File: src/rtl/md_pkg.sv
// Shared definitions for the multiply/divide issue path: operation codes,
// controller states, default latencies and small opcode classifiers.
package md_pkg;

    // Same encoding is used by the decoder and the multiply/divide unit.
    typedef enum logic [3:0] {
        NONE  = 4'd0,
        MULT  = 4'd1,
        MULTU = 4'd2,
        DIV   = 4'd3,
        DIVU  = 4'd4,
        MTHI  = 4'd5,
        MTLO  = 4'd6,
        MFHI  = 4'd7,
        MFLO  = 4'd8
    } md_op_t;

    typedef enum logic [1:0] {
        IDLE   = 2'd0,
        RUN    = 2'd1,
        COMMIT = 2'd2
    } md_state_t;

    localparam int DEF_MUL_LAT = 5;
    localparam int DEF_DIV_LAT = 10;
    localparam int DEF_CNT_W   = 4;

    function automatic logic is_muldiv(input logic [3:0] op);
        return (op == MULT) || (op == MULTU) || (op == DIV) || (op == DIVU);
    endfunction

    function automatic logic is_div(input logic [3:0] op);
        return (op == DIV) || (op == DIVU);
    endfunction

    function automatic logic is_mt(input logic [3:0] op);
        return (op == MTHI) || (op == MTLO);
    endfunction

endpackage

File: src/rtl/md_lat_counter.sv
// Loadable down-counter timing a multiply/divide operation; holds at zero.
module md_lat_counter #(
    parameter int CNT_W = 4
) (
    input  logic             clk,
    input  logic             reset,
    input  logic             load,
    input  logic [CNT_W-1:0] load_val,
    input  logic             dec,
    output logic             zero
);

    logic [CNT_W-1:0] cnt;

    always_ff @(posedge clk) begin
        if (reset) begin
            cnt <= '0;
        end else if (load) begin
            cnt <= load_val;
        end else if (dec && (cnt != '0)) begin
            cnt <= cnt - 1'b1;
        end
    end

    assign zero = (cnt == '0);

endmodule

File: src/rtl/md_issue_ctrl.sv
// Issue/sequencing controller for the HI/LO multiply/divide unit: starts ops,
// times their latency, pulses the commit and stalls dependent D-stage HI/LO ops.
module md_issue_ctrl
    import md_pkg::*;
#(
    parameter int MUL_LAT = DEF_MUL_LAT,
    parameter int DIV_LAT = DEF_DIV_LAT,
    parameter int CNT_W   = DEF_CNT_W
) (
    input  logic       clk,
    input  logic       reset,
    input  logic       e_valid,
    input  logic [3:0] e_op,
    input  logic       e_flush,
    input  logic       d_uses_hilo,
    output logic       md_start,
    output logic [3:0] md_mode,
    output logic       mt_we,
    output logic       busy,
    output logic       done,
    output logic       stall_d,
    output logic       err
);

    // The issue cycle and the COMMIT cycle are both part of the latency,
    // so RUN only has to cover LAT-2 further counts.
    localparam logic [CNT_W-1:0] MUL_LOAD = CNT_W'(MUL_LAT - 2);
    localparam logic [CNT_W-1:0] DIV_LOAD = CNT_W'(DIV_LAT - 2);

    md_state_t        state, state_next;
    logic             e_live;
    logic             idle;
    logic             issue;
    logic             violation;
    logic             cnt_zero;
    logic [CNT_W-1:0] load_val;

    always_comb begin
        e_live    = e_valid & ~e_flush;
        idle      = (state == IDLE);
        issue     = e_live & is_muldiv(e_op) & idle;
        mt_we     = e_live & is_mt(e_op) & idle;
        // A flushed instruction never reaches the unit, so it cannot collide.
        violation = e_live & (is_muldiv(e_op) | is_mt(e_op)) & ~idle;
        md_start  = issue;
        md_mode   = (issue | mt_we) ? e_op : NONE;
        load_val  = is_div(e_op) ? DIV_LOAD : MUL_LOAD;
        stall_d   = d_uses_hilo & (issue | busy);
    end

    md_lat_counter #(
        .CNT_W (CNT_W)
    ) u_lat_counter (
        .clk      (clk),
        .reset    (reset),
        .load     (issue),
        .load_val (load_val),
        .dec      (state == RUN),
        .zero     (cnt_zero)
    );

    always_comb begin
        state_next = state;
        case (state)
            IDLE:    if (issue) state_next = RUN;
            RUN:     if (cnt_zero) state_next = COMMIT;
            COMMIT:  state_next = IDLE;
            default: state_next = IDLE;
        endcase
    end

    // busy/done are registered copies of the next state so they come straight from flops.
    always_ff @(posedge clk) begin
        if (reset) begin
            state <= IDLE;
            busy  <= 1'b0;
            done  <= 1'b0;
            err   <= 1'b0;
        end else begin
            state <= state_next;
            busy  <= (state_next != IDLE);
            done  <= (state_next == COMMIT);
            err   <= err | violation;
        end
    end

endmodule

File: config.mk
export PLATFORM = sky130hd
export DESIGN_NAME = md_issue_ctrl
export DESIGN_NICKNAME = d
export VERILOG_FILES = /design/src/rtl/md_pkg.sv /design/src/rtl/md_lat_counter.sv /design/src/rtl/md_issue_ctrl.sv
export SDC_FILE = /design/constraint.sdc
export NUM_CORES = 1
export LEC_CHECK = 0
export CORE_AREA = 2 2 39 41
export DETAILED_ROUTE_END_ITERATION = 12
export DIE_AREA = 0 0 41 43
export PLACE_DENSITY = 0.68
export SYNTH_ARGS = -nofsm -noshare
export SYNTH_HDL_FRONTEND = slang
export SYNTH_SLANG_ARGS = --single-unit
export TNS_END_PERCENT = 1
File: constraint.sdc
create_clock -name clk -period 1.95 [get_ports clk]
set_clock_uncertainty 0.1 [all_clocks]
set_input_delay 0.39 -clock clk [delete_from_list [all_inputs] [get_ports clk]]
set_output_delay 0.39 -clock clk [all_outputs]
set_load 0.05 [all_outputs]
# [Yosys cells after proc, flatten, opt, wreduce, memory -nomap -nowiden]
# Cells that the tools add are included.
[classes] addsub=1 eq_ne=8 n_mux=7 n_bitwise=14 reduce_logical=11
[ops] cell="2-to-1 mux 4 bit" count=4
[ops] cell="== test 4 x 3 -> 1 bit (second input constant)" count=3
[ops] cell="AND 1 bit" count=8
[ops] cell="== test 4 x 2 -> 1 bit (second input constant)" count=2
[ops] cell="logical OR 1 bit" count=5
[ops] cell="== test 4 x 1 -> 1 bit (second input constant)" count=1
[ops] cell="logical NOT 4 bit" count=1
[ops] cell="2-to-1 mux 2 bit" count=2
[ops] cell="OR 1 bit" count=4
[ops] cell="case mux 2 bit (2 select lines)" count=1
[ops] cell="nonzero test 2 bit" count=2
[ops] cell="nonzero test 4 bit" count=1
[ops] cell="subtractor 4 x 1 -> 4 bit (second input constant)" count=1
[ops] cell="== test 2 x 1 -> 1 bit (second input constant)" count=1
[ops] cell="== test 2 bit (second input constant)" count=1
[ops] cell="logical NOT 2 bit" count=1
[ops] cell="NOT 1 bit" count=2
[ops] cell="logical AND 1 bit" count=1
[word_totals] register_bits=9 inputBits=9 out_inout_bits=10 word_cells=46

# [Logic depth before layout (Yosys ltp)]
[logic_depth] depth_word=9 mapped_depth=6 depth_no_buf=6

# [By module]
# A second synthesis with hierarchy kept.
[hier_totals] cells_unflattened=69 area_unflattened_um2=599.3
[modules_own_cells] mod="md_issue_ctrl" instances=1 cells_each=40 area_each_um2=336.6 seq_area_each_um2=100.1
[modules_own_cells] mod="md_lat_counter" instances=1 cells_each=29 area_each_um2=262.8 seq_area_each_um2=80.1

# [Least setup slack after synthesis]
# OpenSTA, ideal clock, no wires.
[synth_path] kind="input-to-output" startpoint="input e_op[3]" endpoint="output stall_d" t_arrival_ns=1.679 required_time_ns=1.460 path_slack_ns=-0.219 path_stages=4 path_buffers=0 path_cell_list="nor3b_1 nand4b_1 inv_1 o21a_1"
[synth_between] elab_chain_len=8 word_cells_on_any_way=11 classes_between="4 x eq/ne; 4 x bitwise; 3 x reduce/logical"
[synth_lines] element="start: declaration" line_no="md_issue_ctrl.sv:13" source="input logic [3:0] e_op,"
[synth_lines] element="== test 4 x 1 -> 1 bit / == test 4 x 2 -> 1 bit (equally long branches)" line_no="md_pkg.sv:29" source="return (op == MULT) || (op == MULTU) || (op == DIV) || (op == DIVU);"
[synth_lines] element="logical OR 1 bit (2 in series)" line_no="md_pkg.sv:29"
[synth_lines] element="logical OR 1 bit (*)" line_no="md_pkg.sv:29"
[synth_lines] element="AND 1 bit (*) (2 in series)" line_no="md_issue_ctrl.sv:41" source="issue = e_live & is_muldiv(e_op) & idle;"
[synth_lines] element="net md_start" line_no="md_issue_ctrl.sv:16" source="output logic md_start,"
[synth_lines] element="OR 1 bit (*)" line_no="md_issue_ctrl.sv:48" source="stall_d = d_uses_hilo & (issue | busy);"
[synth_lines] element="AND 1 bit (*)" line_no="md_issue_ctrl.sv:48"
[synth_lines] element="end: declaration" line_no="md_issue_ctrl.sv:21" source="output logic stall_d,"
# Mark *: on every way through the listed nets, which the timed path passes. The rest lies on a longest branch.

# [Final worst setup path]
[layout_path] startpoint="input e_op[0]" endpoint="output stall_d"
[layout_between] elab_chain_len=8 word_cells_on_any_way=11 classes_between="4 x eq/ne; 4 x bitwise; 3 x reduce/logical"
[layout_lines] element="== test 4 x 1 -> 1 bit / == test 4 x 2 -> 1 bit (equally long branches)" line_no="md_pkg.sv:29"
[layout_lines] element="logical OR 1 bit (2 in series)" line_no="md_pkg.sv:29"
[layout_lines] element="logical OR 1 bit (*)" line_no="md_pkg.sv:29"
[layout_lines] element="AND 1 bit (*) (2 in series)" line_no="md_issue_ctrl.sv:41"
[layout_lines] element="OR 1 bit (*)" line_no="md_issue_ctrl.sv:48"
[layout_lines] element="AND 1 bit (*)" line_no="md_issue_ctrl.sv:48"
# Every way passes the cells marked *; elsewhere a longest branch is shown, timed or not.

==> results.txt <==
- On the critical path the largest part of the delay comes from simple AND/OR/NAND/NOR gates.
* Placeable Area: 0.00138 mm2
* Count of placed standard cells in the final layout, fillers left out: 104
- Wires add up to 1260 um.
- The worst path uses 99.6% of the clock period.
- Final estimated routing congestion in global placement: 0.635
- HPWL Detailed: 919 um
- During I/O placement, the number of pins put on the boundary was 19.
* Via count: 515
* Clock insertion delay at the later pin of the skew report: 250 ps
- After synthesis, flip-flops and latches occupy 35.3% of the total area.
- The finished cells cover 867 um2.
- In this run the cell area measured after placement is 805 um2.
* Count of antenna-violating nets left after detailed routing: 0
- Number of pins exceeding their max-slew limit in the final report: 0
* Count of routing violations after the opening detailed-route iteration: 2
- Number of clock buffers inserted by TritonCTS: 3
- Measured along the y axis, the die boundary spans 43 um.
- For the worst setup path, the data required time is 1460 ps.
* Largest net degree at the start of global routing: 8
- Of all nets on the critical path, the largest fanout is 3.
- Synthesis-to-layout area growth: 69.9%
- The number of antenna violations at the first check in global routing came to 0.
* Critical Path Slowest Stage Cell: or3_4
- Worst-case setup slack after placement: -301 ps
* Setup repair after global routing missed its margin: true
* Count of mapped cells out of synthesis: 58
* Final-report hold violation count: 0
- Initial DRT Pass Iterations: 2
* Synthesized area: 510 um2
- YS warnings: 0
- Total of flip-flops plus latches after synthesis: 9
* Global-route congestion overflow total: 0
* DRC viols: 0
- Worst setup SP type: input pin
- Chip Width: 41 um
- The initial utilization of the core area, before any placement, comes to 36.9%.
* Final-report setup violation count: 0
- Die outline area: 0.00176 mm2
- The number of hold buffers added after CTS was 0.
- Wire length of the first global-routing pass: 2280 um
- A synthesized cell averages 8.80 um2.
- Layout cells sized above 1: 47.7%
* Power density over the cells: 507 mW/mm2
- After detailed routing, the number of vias per cell comes to 4.95.
- Derived from the worst setup path, the maximum achievable clock frequency is 515 MHz.
- Nets in the synthesized netlist: 68
* Setup Crit Path Kind: input pin to output pin
- Worst Setup Slack, final: 7.15 ps
- Slowest cell delay on critical path: 410 ps
- TritonCTS built the clock tree.
- In the global route stage, overall resource usage came out at 18.1%.
- WHS: 399 ps
- Data arrival time of the critical path: 1450 ps
- P_leak: 0.393 nW
* Status: finished clean
- Dpl cells: 99
- # diodes: 0
* Net count, final: 99
- Maximum clock path buffer count: 2
- Counting every sink on the clock net gives 9.
- At the end of the flow the core is filled with cells to 62.7%.
* Reg clk slew, reported paths: 60 ps
- Vias in the first global route: 555
- Largest vdd supply drop: 0.172 mV
- The critical path goes through buf_6, or3_4, nand4b_1, inv_1, o21a_2, buf_8.
- In this run the core area contains 14 standard-cell rows.
- Input and output buffers added on the ports amount to 17.
* Crit end category: output pin
- Post-route minimum period: 1940 ps
* Master cell of the clock root buffer: clkbuf_4
- Post-synth cell types: 32
- The min-delay analysis places its worst path in the category register to register.
- Max Cap Violations: 0
- Max H-tree Level: 1
- Detail-routed net length per standard cell: 12.1 um
* Crit path buffers/inverters: 3
==> timing repair <==
action | 4_1_cts | 5_1_grt
buffers inserted | 1 | 1
pin swaps | 7 | 5
endpoints found under the setup margin | 6 | 5
resized for setup | 25 | 8
==> cells in the mapped netlist <==
cell type | number | area (um2)
nor3_1 | 3 | 15.0
xor2_1 | 2 | 17.5
nand4b_1 | 1 | 8.76
or2_4 | 1 | 8.76
nor2_1 | 4 | 15.0
a21oi_1 | 1 | 5.00
o21ai_0 | 3 | 15.0
nor3_2 | 1 | 10.0
and2_1 | 3 | 18.8
nand2_1 | 2 | 7.51
or4_4 | 1 | 11.3
dfxtp_1 | 9 | 180
or3b_4 | 1 | 11.3
xnor2_1 | 1 | 8.76
or3_4 | 1 | 11.3
nor3b_1 | 1 | 7.51
conb_1 | 1 | 3.75
nand3_1 | 2 | 10.0
and3_1 | 1 | 6.26
o21a_1 | 1 | 7.51
or2_1 | 1 | 6.26
a41oi_1 | 1 | 8.76
nor2b_1 | 1 | 6.26
o22ai_1 | 2 | 12.5
nand2b_1 | 2 | 12.5
mux2_2 | 2 | 22.5
buf_4 | 1 | 7.51
o211a_1 | 1 | 10.0
o211ai_1 | 1 | 7.51
inv_1 | 4 | 15.0
o21ba_2 | 1 | 10.0
ha_1 | 1 | 12.5
==> cells by family (layout without fill, tap and decap cells) <==
logic type / after synthesis / count (layout) / share of synthesized area (%)
buf+inv: 5 / 35 / 4.41
fa+ha+maj: 1 / 1 / 2.45
flops: 9 / 9 / 35.3
other cells: 1 / 1 / 0.735
xor+xnor: 3 / 3 / 5.15
mux: 2 / 2 / 4.41
compound gates: 11 / 11 / 15.0
simple gates: 26 / 26 / 32.6
==> layer usage <==
| layer | track usage [%] | routed length [um] | up-vias | part of all wire (%) |
|---|---|---|---|---|
| met2 | 32.5 | 722 | 15 | 57 |
| met5 | 0 | 0 | - | 0 |
| met3 | 4.71 | 72 | 0 | 5.7 |
| li1 | - | - | 263 | - |
| met4 | 4.00 | 0 | 0 | 0 |
| met1 | 19.6 | 468 | 237 | 37 |
==> worst min-delay path: cells and delay by family (launching register included) <==
kind,cells,cell delay [ps]
AOI/OAI and AO/OA,1,50
DFF,1,340
and+or+nand+nor,1,80
==> registers in the layout, summed over array words and instances, names as in the netlist <==
name / flops
u_lat_counter.cnt: 4
err: 1
state: 2
busy: 1
done: 1
==> final timing paths <==
path	startpoint	to	slack, ps	cells past startpoint
hold reg to reg	err$_SDFF_PP0_	err$_SDFF_PP0_	400	2
setup / recovery	e_op[0]	stall_d	7	6
hold / removal	err$_SDFF_PP0_	err$_SDFF_PP0_	400	2
setup reg to reg	u_lat_counter.cnt[0]$_SDFFE_PP0P_	u_lat_counter.cnt[1]$_SDFFE_PP0P_	300	7
==> power breakdown <==
group          total [mW]  internal, mW  switching [mW]
registers           0.191         0.188         0.00297
clock network       0.136        0.0784          0.0580
logic               0.111        0.0543          0.0571
==> area by class of cell <==
cell class,instances,area [um2]
Multi-Input combinational cell,44,348
Clock buffer,4,26.3
Inverter,4,15.0
Sequential cell,9,181
Tap cell,16,20.0
Fill cell,126,517
Timing Repair Buffer,27,277
==> per-stage QoR <==
step,total power [mW],setup TNS [ps]
after floorplan,0.247,-103
after global placement,0.298,-1500
after detailed placement,0.300,-1530
after CTS,0.442,0
after global routing,0.465,-45.9
final,0.439,0
==> layout by cell type, fill, tap and decap left out, types with 2 or more instances in the layout <==
master / n
nor3_1: 3
buf_12: 5
inv_1: 4
xor2_1: 2
clkbuf_4: 3
clkdlybuf4s50_1: 3
dfxtp_1: 8
clkbuf_2: 2
o21ai_0: 3
nand2_1: 2
buf_4: 12
and2_4: 3
mux2_2: 2
o22ai_1: 2
nor2_1: 3
nand2b_1: 2
buf_2: 2
(Power assumes the default switching activity.)
